[src/rtl/hilo_issue_queue_pkg.sv]
// Shared definitions for the HI/LO issue queue: status-word layout and op classification.
// Latency: none (package only).
// Backpressure: n/a.
package hilo_issue_queue_pkg;

    // Status word width and op-code width carried alongside each queued op
    localparam int INST_STATE_WD = 16;
    localparam int OP_WD         = 12;

    // [`OP] field: {mfhi,mflo,mthi,mtlo,mult,multu,div,divu} at status[OP_MSB:OP_LSB]
    localparam int OP_LSB = 0;
    localparam int OP_MSB = OP_LSB + 7;

    // Returns {reads_hilo, writes_hilo} for an [`OP] field
    function automatic logic [1:0] hilo_class(input logic [7:0] op_field);
        return {op_field[7] | op_field[6], |op_field[5:0]};
    endfunction

endpackage

[src/rtl/hilo_iq_entry.sv]
// Single issue-queue slot: holds op/status/rs operand and snoops writeback for its rs tag.
// Latency: wakeup lands one edge after the broadcast; with HILO_IQ_BYPASS_EN the broadcast is also forwarded combinationally.
// Backpressure: none; the parent only writes free slots and only releases the head slot.
module hilo_iq_entry
    import hilo_issue_queue_pkg::*;
#(
    parameter int TAG_WD = 6
)(
    input  logic                     clk,
    input  logic                     resetn,
    input  logic                     clear,
    input  logic                     wr_en,
    input  logic                     wr_rdy,
    input  logic [TAG_WD-1:0]        wr_tag,
    input  logic [31:0]              wr_val,
    input  logic [OP_WD-1:0]         wr_op,
    input  logic [INST_STATE_WD-1:0] wr_status,
    input  logic                     rd_en,
    input  logic                     wb_valid,
    input  logic [TAG_WD-1:0]        wb_tag,
    input  logic [31:0]              wb_data,
    output logic                     valid,
    output logic                     rdy_eff,
    output logic [31:0]              val_eff,
    output logic [OP_WD-1:0]         op,
    output logic [INST_STATE_WD-1:0] status
);

    logic              rdy;
    logic [TAG_WD-1:0] tag;
    logic [31:0]       value;
    logic              hit;
    logic              wr_hit;

    assign hit    = valid & ~rdy & wb_valid & (wb_tag == tag);
    assign wr_hit = wb_valid & (wb_tag == wr_tag);

`ifdef HILO_IQ_BYPASS_EN
    assign rdy_eff = rdy | hit;
    assign val_eff = rdy ? value : wb_data;
`else
    assign rdy_eff = rdy;
    assign val_eff = value;
`endif

    // Slot state: allocate on write, release on issue, otherwise capture a matching writeback
    always_ff @(posedge clk or negedge resetn) begin
        if (!resetn) begin
            valid  <= 1'b0;
            rdy    <= 1'b0;
            tag    <= '0;
            value  <= '0;
            op     <= '0;
            status <= '0;
        end else if (clear) begin
            valid <= 1'b0;
            rdy   <= 1'b0;
        end else if (wr_en) begin
            valid  <= 1'b1;
            tag    <= wr_tag;
            op     <= wr_op;
            status <= wr_status;
            if (wr_rdy) begin
                rdy   <= 1'b1;
                value <= wr_val;
            end else if (wr_hit) begin
                rdy   <= 1'b1;
                value <= wb_data;
            end else begin
                rdy   <= 1'b0;
                value <= wr_val;
            end
        end else if (rd_en) begin
            valid <= 1'b0;
            rdy   <= 1'b0;
        end else if (hit) begin
            rdy   <= 1'b1;
            value <= wb_data;
        end
    end

endmodule

[src/rtl/hilo_issue_queue.sv]
// In-order HI/LO issue queue: issues the head op when its rs is ready, the FU is idle and no HI/LO hazard exists.
// Latency: dispatch->issue >= 1 cycle; HILO_IQ_BYPASS_EN lets a head woken this cycle issue with the broadcast value.
// Backpressure: disp_ready drops at DEPTH entries (registered count, even while issuing); fu_busy holds issue.
module hilo_issue_queue
    import hilo_issue_queue_pkg::*;
#(
    parameter int DEPTH    = 4,
    parameter int TAG_WD   = 6,
    parameter int PEND_MAX = 3
)(
    input  logic                     clk,
    input  logic                     resetn,
    input  logic                     flush,
    input  logic                     disp_valid,
    output logic                     disp_ready,
    input  logic [OP_WD-1:0]         disp_op,
    input  logic [INST_STATE_WD-1:0] disp_inst_status,
    input  logic                     disp_src1_rdy,
    input  logic [TAG_WD-1:0]        disp_src1_tag,
    input  logic [31:0]              disp_src1_val,
    input  logic                     wb_valid,
    input  logic [TAG_WD-1:0]        wb_tag,
    input  logic [31:0]              wb_data,
    input  logic [63:0]              hilo_rdata,
    input  logic                     hilo_commit,
    input  logic                     fu_busy,
    output logic                     issue_ready,
    output logic [OP_WD-1:0]         issue_op,
    output logic [INST_STATE_WD-1:0] issue_inst_status,
    output logic [31:0]              issue_rdata1,
    output logic [63:0]              issue_rdata2
);

    localparam int PW  = $clog2(DEPTH);
    localparam int CW  = PW + 1;
    localparam int PCW = $clog2(PEND_MAX + 1);

    logic [PW-1:0]  head;
    logic [PW-1:0]  tail;
    logic [CW-1:0]  count;
    logic [CW-1:0]  count_nxt;
    logic [PCW-1:0] pending;
    logic [PCW-1:0] pending_nxt;

    logic                     ent_valid  [DEPTH];
    logic                     ent_rdy    [DEPTH];
    logic [31:0]              ent_val    [DEPTH];
    logic [OP_WD-1:0]         ent_op     [DEPTH];
    logic [INST_STATE_WD-1:0] ent_status [DEPTH];

    logic       disp_acc;
    logic       issue;
    logic       hazard_ok;
    logic [1:0] head_class;
    logic       pend_inc;
    logic       pend_dec;

    assign disp_ready = (count != CW'(DEPTH));
    assign disp_acc   = disp_valid & disp_ready & ~flush;

    genvar gi;
    generate
        for (gi = 0; gi < DEPTH; gi++) begin : g_ent
            hilo_iq_entry #(.TAG_WD(TAG_WD)) u_ent (
                .clk       (clk),
                .resetn    (resetn),
                .clear     (flush),
                .wr_en     (disp_acc & (tail == PW'(gi))),
                .wr_rdy    (disp_src1_rdy),
                .wr_tag    (disp_src1_tag),
                .wr_val    (disp_src1_val),
                .wr_op     (disp_op),
                .wr_status (disp_inst_status),
                .rd_en     (issue & (head == PW'(gi))),
                .wb_valid  (wb_valid),
                .wb_tag    (wb_tag),
                .wb_data   (wb_data),
                .valid     (ent_valid[gi]),
                .rdy_eff   (ent_rdy[gi]),
                .val_eff   (ent_val[gi]),
                .op        (ent_op[gi]),
                .status    (ent_status[gi])
            );
        end
    endgenerate

    // Readers need every issued writer committed; writers are capped by PEND_MAX outstanding
    always_comb begin
        head_class = hilo_class(ent_status[head][OP_MSB:OP_LSB]);
        hazard_ok  = 1'b1;
        if (head_class[1])
            hazard_ok = (pending == '0);
        else if (head_class[0])
            hazard_ok = (pending < PCW'(PEND_MAX));
    end

    assign issue = (count != '0) & ent_valid[head] & ent_rdy[head] & ~fu_busy & ~flush & hazard_ok;

    assign issue_ready       = issue;
    assign issue_op          = issue ? ent_op[head]     : '0;
    assign issue_inst_status = issue ? ent_status[head] : '0;
    assign issue_rdata1      = issue ? ent_val[head]    : '0;
    assign issue_rdata2      = issue ? hilo_rdata       : '0;

    assign pend_inc = issue & head_class[0];
    assign pend_dec = hilo_commit & (pending != '0);

    // Next occupancy and outstanding-writer count; simultaneous +1/-1 cancel
    always_comb begin
        count_nxt = count;
        if (disp_acc && !issue)
            count_nxt = count + CW'(1);
        else if (!disp_acc && issue)
            count_nxt = count - CW'(1);
        pending_nxt = pending;
        if (pend_inc && !pend_dec)
            pending_nxt = pending + PCW'(1);
        else if (pend_dec && !pend_inc)
            pending_nxt = pending - PCW'(1);
    end

    // Queue pointers, occupancy and pending-writer counter; flush empties everything
    always_ff @(posedge clk or negedge resetn) begin
        if (!resetn) begin
            head    <= '0;
            tail    <= '0;
            count   <= '0;
            pending <= '0;
        end else if (flush) begin
            head    <= '0;
            tail    <= '0;
            count   <= '0;
            pending <= '0;
        end else begin
            if (disp_acc)
                tail <= tail + PW'(1);
            if (issue)
                head <= head + PW'(1);
            count   <= count_nxt;
            pending <= pending_nxt;
        end
    end

endmodule

[config.mk]
export PLATFORM = sky130hd
export DESIGN_NAME = hilo_issue_queue
export DESIGN_NICKNAME = d
export VERILOG_FILES = /design/src/rtl/hilo_issue_queue_pkg.sv /design/src/rtl/hilo_iq_entry.sv /design/src/rtl/hilo_issue_queue.sv
export SDC_FILE = /design/constraint.sdc
export NUM_CORES = 1
export LEC_CHECK = 0
export CAP_MARGIN = 25
export CORE_UTILIZATION = 61
export DETAILED_ROUTE_END_ITERATION = 10
export DONT_BUFFER_PORTS = 1
export PLACE_DENSITY = 0.81
export SLEW_MARGIN = 15
export SYNTH_ARGS = -nofsm -noshare
export SYNTH_HDL_FRONTEND = slang
export SYNTH_SLANG_ARGS = --single-unit
[constraint.sdc]
create_clock -name clk -period 4.15 [get_ports clk]
set_clock_uncertainty 0.2 [all_clocks]
set_input_delay 0.83 -clock clk [delete_from_list [all_inputs] [get_ports clk]]
set_output_delay 0.83 -clock clk [all_outputs]
set_load 0.02 [all_outputs]
==> flow_summary.ini <==
[synth]
synth_seq_area_share_pct = 41.8
synth_seq_cells = 281
syn_nets = 1939
synthesis.area_mm2 = 0.0168
ys_types = 58
synth_edf_count = 0
avgSynthCellArea_um2 = 9.59
synthFlopType = dfrtp_1
synthCells = 1754
yosys_warnings = 0
ys_async_sr_fraction_pct = 100

[worst_setup_path]
endpoint = issue_rdata2[25]
cp.required_ns = 3.12
rrSetupSlack_ns = 0.45
cp-end-kind = output port
worstReg2RegStart = head[0]
startpoint = head[0]
ff2ff_path_depth = 10
path_class = flop to output port
cp.arrival_ns = 3.06
start_kind = flop
cp_cell_sequence = mux4_2 > o22a_4 > nor3_4 > buf_12 > buf_8 > and3_1
slowest_delay_ns = 0.58
r2r-end = g_ent[3].u_ent.val_eff[30]
critical_path.slowest_cell = dfrtp_4
worstPathMaxFanout = 51

[clocking]
cts_max_level = 1
clk_pin_slew_worst_paths_ns = 0.06
insertion_delay_ns = 0.58
clk_path_buf_depth = 3
cts_made_buffers = 30
root_buffer = clkbuf_16
clock_sinks = 281
cts_tree = yes

[pwr]
total_power_uw = 8300
pwr-share-clk_pct = 32.2
p_leak_uw = 0.00798
p_comb_share_pct = 20.5
ir_drop_uv = 369
p_per_area_mw_per_mm2 = 458
swShare_pct = 29.5
p_sw_uw = 2450
p_int_uw = 5850
pwr-share-seq_pct = 47.3

[sta]
final-setup-viol-count = 0
min_period_over_period_pct = 98.5
holdWs_ns = -0.242
hold_violations = 281
fin_ws_ns = 0.0620
drv_slew = 0
period_minus_slack_ns = 4.09
max_slew_margin_pct = 35.9
worstMarginPinSlew_ns = 0.962
fmax_mhz = 245
setup_tns_ns = 0

[floorplanning]
die_h_um = 168
dieArea_mm2 = 0.0283
ios = 302
die_w_um = 168
initial_utilization_pct = 62.3
core_mm2 = 0.0270
rows = 60

[status]
outcome = finished with violations
failed_checks = hold timing

[final_layout]
final_common_cell = nand2_1
layout_common_cells = nand2_1, dfrtp_1, and3_1
syn_to_final_growth_pct = 7.72
nets = 1858
drive_gt1_share_pct = 18.0
fin_util_pct = 67.1

[global_routing]
gr-usage-all-layers_pct = 36.1
grt_overflow = 0
grt_first_pass_wirelength_um = 79700
grt_max_degree = 282
antenna_found_initial = 8
grt_pass1_vias = 14600

[detailed_routing]
drcViolationCount = 0
drt_first_pass_iters = 8
wire_per_inst_um = 25.2
routed_via_density = 7.09
antenna_left = 0
wirelength_um = 51600
vias = 14500
drtIter0Drc = 1346

[place]
port_buffers = 0
hpwl_um = 30200
dp_slack_ns = 0.425
gp_congestion = 0.814

[worst_hold_path]
hold_class = input pin to async pin

[run]
maxCapViolations = 0
==> cells in the mapped netlist (all sizes together) (3+ instances only) <==
master | number | share of area (%)
a2111o | 64 | 4.3
a211oi | 65 | 4.7
a21oi | 41 | 1.3
a31oi | 3 | 0.15
and3 | 128 | 4.8
buf | 51 | 1.8
clkbuf | 122 | 2.8
dfrtp | 281 | 42
ha | 8 | 0.59
inv | 11 | 0.25
mux2 | 24 | 1.6
mux2i | 32 | 1.9
mux4 | 61 | 8.2
nand2 | 378 | 8.5
nand3 | 8 | 0.24
nand4 | 6 | 0.22
nor2 | 110 | 2.5
nor2b | 3 | 0.11
nor3 | 76 | 2.3
nor4 | 3 | 0.29
nor4b | 32 | 1.7
o21ai | 70 | 2.1
o221ai | 32 | 1.7
o22ai | 64 | 2.4
or2 | 32 | 1.2
xnor2 | 9 | 0.51
xor2 | 23 | 1.2
==> worst max-delay path, delay by kind of cell, from the launching register on <==
| family | cells | cell delay, ns |
|---|---|---|
| and+or+nand+nor | 2 | 0.66 |
| DFF | 1 | 0.58 |
| muxes | 1 | 0.57 |
| buffers and inverters | 2 | 0.41 |
| AOI/OAI and AO/OA | 1 | 0.26 |
==> sequential cells by signal, summed over array words and instances (netlist names) <==
| name | flops |
|---|---|
| g_ent.u_ent.val_eff | 128 |
| g_ent.u_ent.rdy_eff | 4 |
| count | 3 |
| head | 2 |
| g_ent.u_ent.tag | 24 |
| g_ent.u_ent.status | 64 |
| g_ent.u_ent.valid | 4 |
| pending | 2 |
| tail | 2 |
| g_ent.u_ent.op | 48 |
==> timing repair <==
action | in CTS | in global routing
pin swaps | 0 | 1
buffers inserted | 1 | 10
cloned | 0 | 3
gates resized for setup | 2 | 2
endpoints found under the hold margin | 281 | 281
setup endpoints to repair | 124 | 112
==> through the flow <==
stage          std cells  hold WS, ns  area [um2]
2_1_floorplan       1754        0.240       16800
3_3_place_gp        1968        0.253       16900
3_5_place_dp        1968        0.257       16900
4_1_cts             2024       -0.251       17900
5_1_grt             2045       -0.250       18100
6_report            2045       -0.242       18100
==> how the worst min path moves through the flow <==
stage          slack, ns                      start                          to
2_1_floorplan       0.24       g_ent[2].u_ent.op[0]        g_ent[2].u_ent.op[0]
3_3_place_gp        0.25  g_ent[3].u_ent.status[11]   g_ent[3].u_ent.status[11]
3_5_place_dp        0.26  g_ent[2].u_ent.status[10]   g_ent[2].u_ent.status[10]
4_1_cts            -0.25                     resetn   g_ent[0].u_ent.val_eff[7]
5_1_grt            -0.25                     resetn  g_ent[3].u_ent.val_eff[16]
6_report           -0.24                     resetn  g_ent[2].u_ent.val_eff[16]
==> cell families after synthesis <==
group                    after synthesis  synth area share [%]
AND/OR/NAND/NOR                      783                  22.0
AO/OA/AOI/OAI                        347                  17.2
flip-flops                           281                  41.8
buffers and inverters                185                  4.91
multiplexers                         117                  11.7
XOR/XNOR                              32                  1.71
adder cells (fa/ha/maj)                9                 0.714
==> per-layer routing <==
layer / up-vias / track usage [%] / wire length [um] / share of wire, %
met5: - / 0 / 13 / 0.025
met4: 2 / 20.4 / 2680 / 5.2
li1: 6223 / - / - / -
met1: 7165 / 45.7 / 19300 / 37
met3: 188 / 9.71 / 5410 / 10
met2: 924 / 56.4 / 24200 / 47
==> area by class of cell <==
class	instances	area, um2
fillers	2028	8900
multi-input cells	1288	9020
flip-flops and latches	281	7040
diodes	8	20.0
well taps	341	427
inverters	12	46.3
clock buffers	45	887
repair buffers	60	591
clock inverters	10	95.1
==> power groups by stage <==
stage               clock network [uW]  logic, uW  registers (uW)
global route                      2800       1890            4010
floorplan                            0       1380            3810
global placement                     0       1580            3910
finish                            2670       1700            3930
detailed placement                   0       1670            3950
CTS                               2700       1690            3920
No activity file was read; power rests on OpenSTA's default activity.
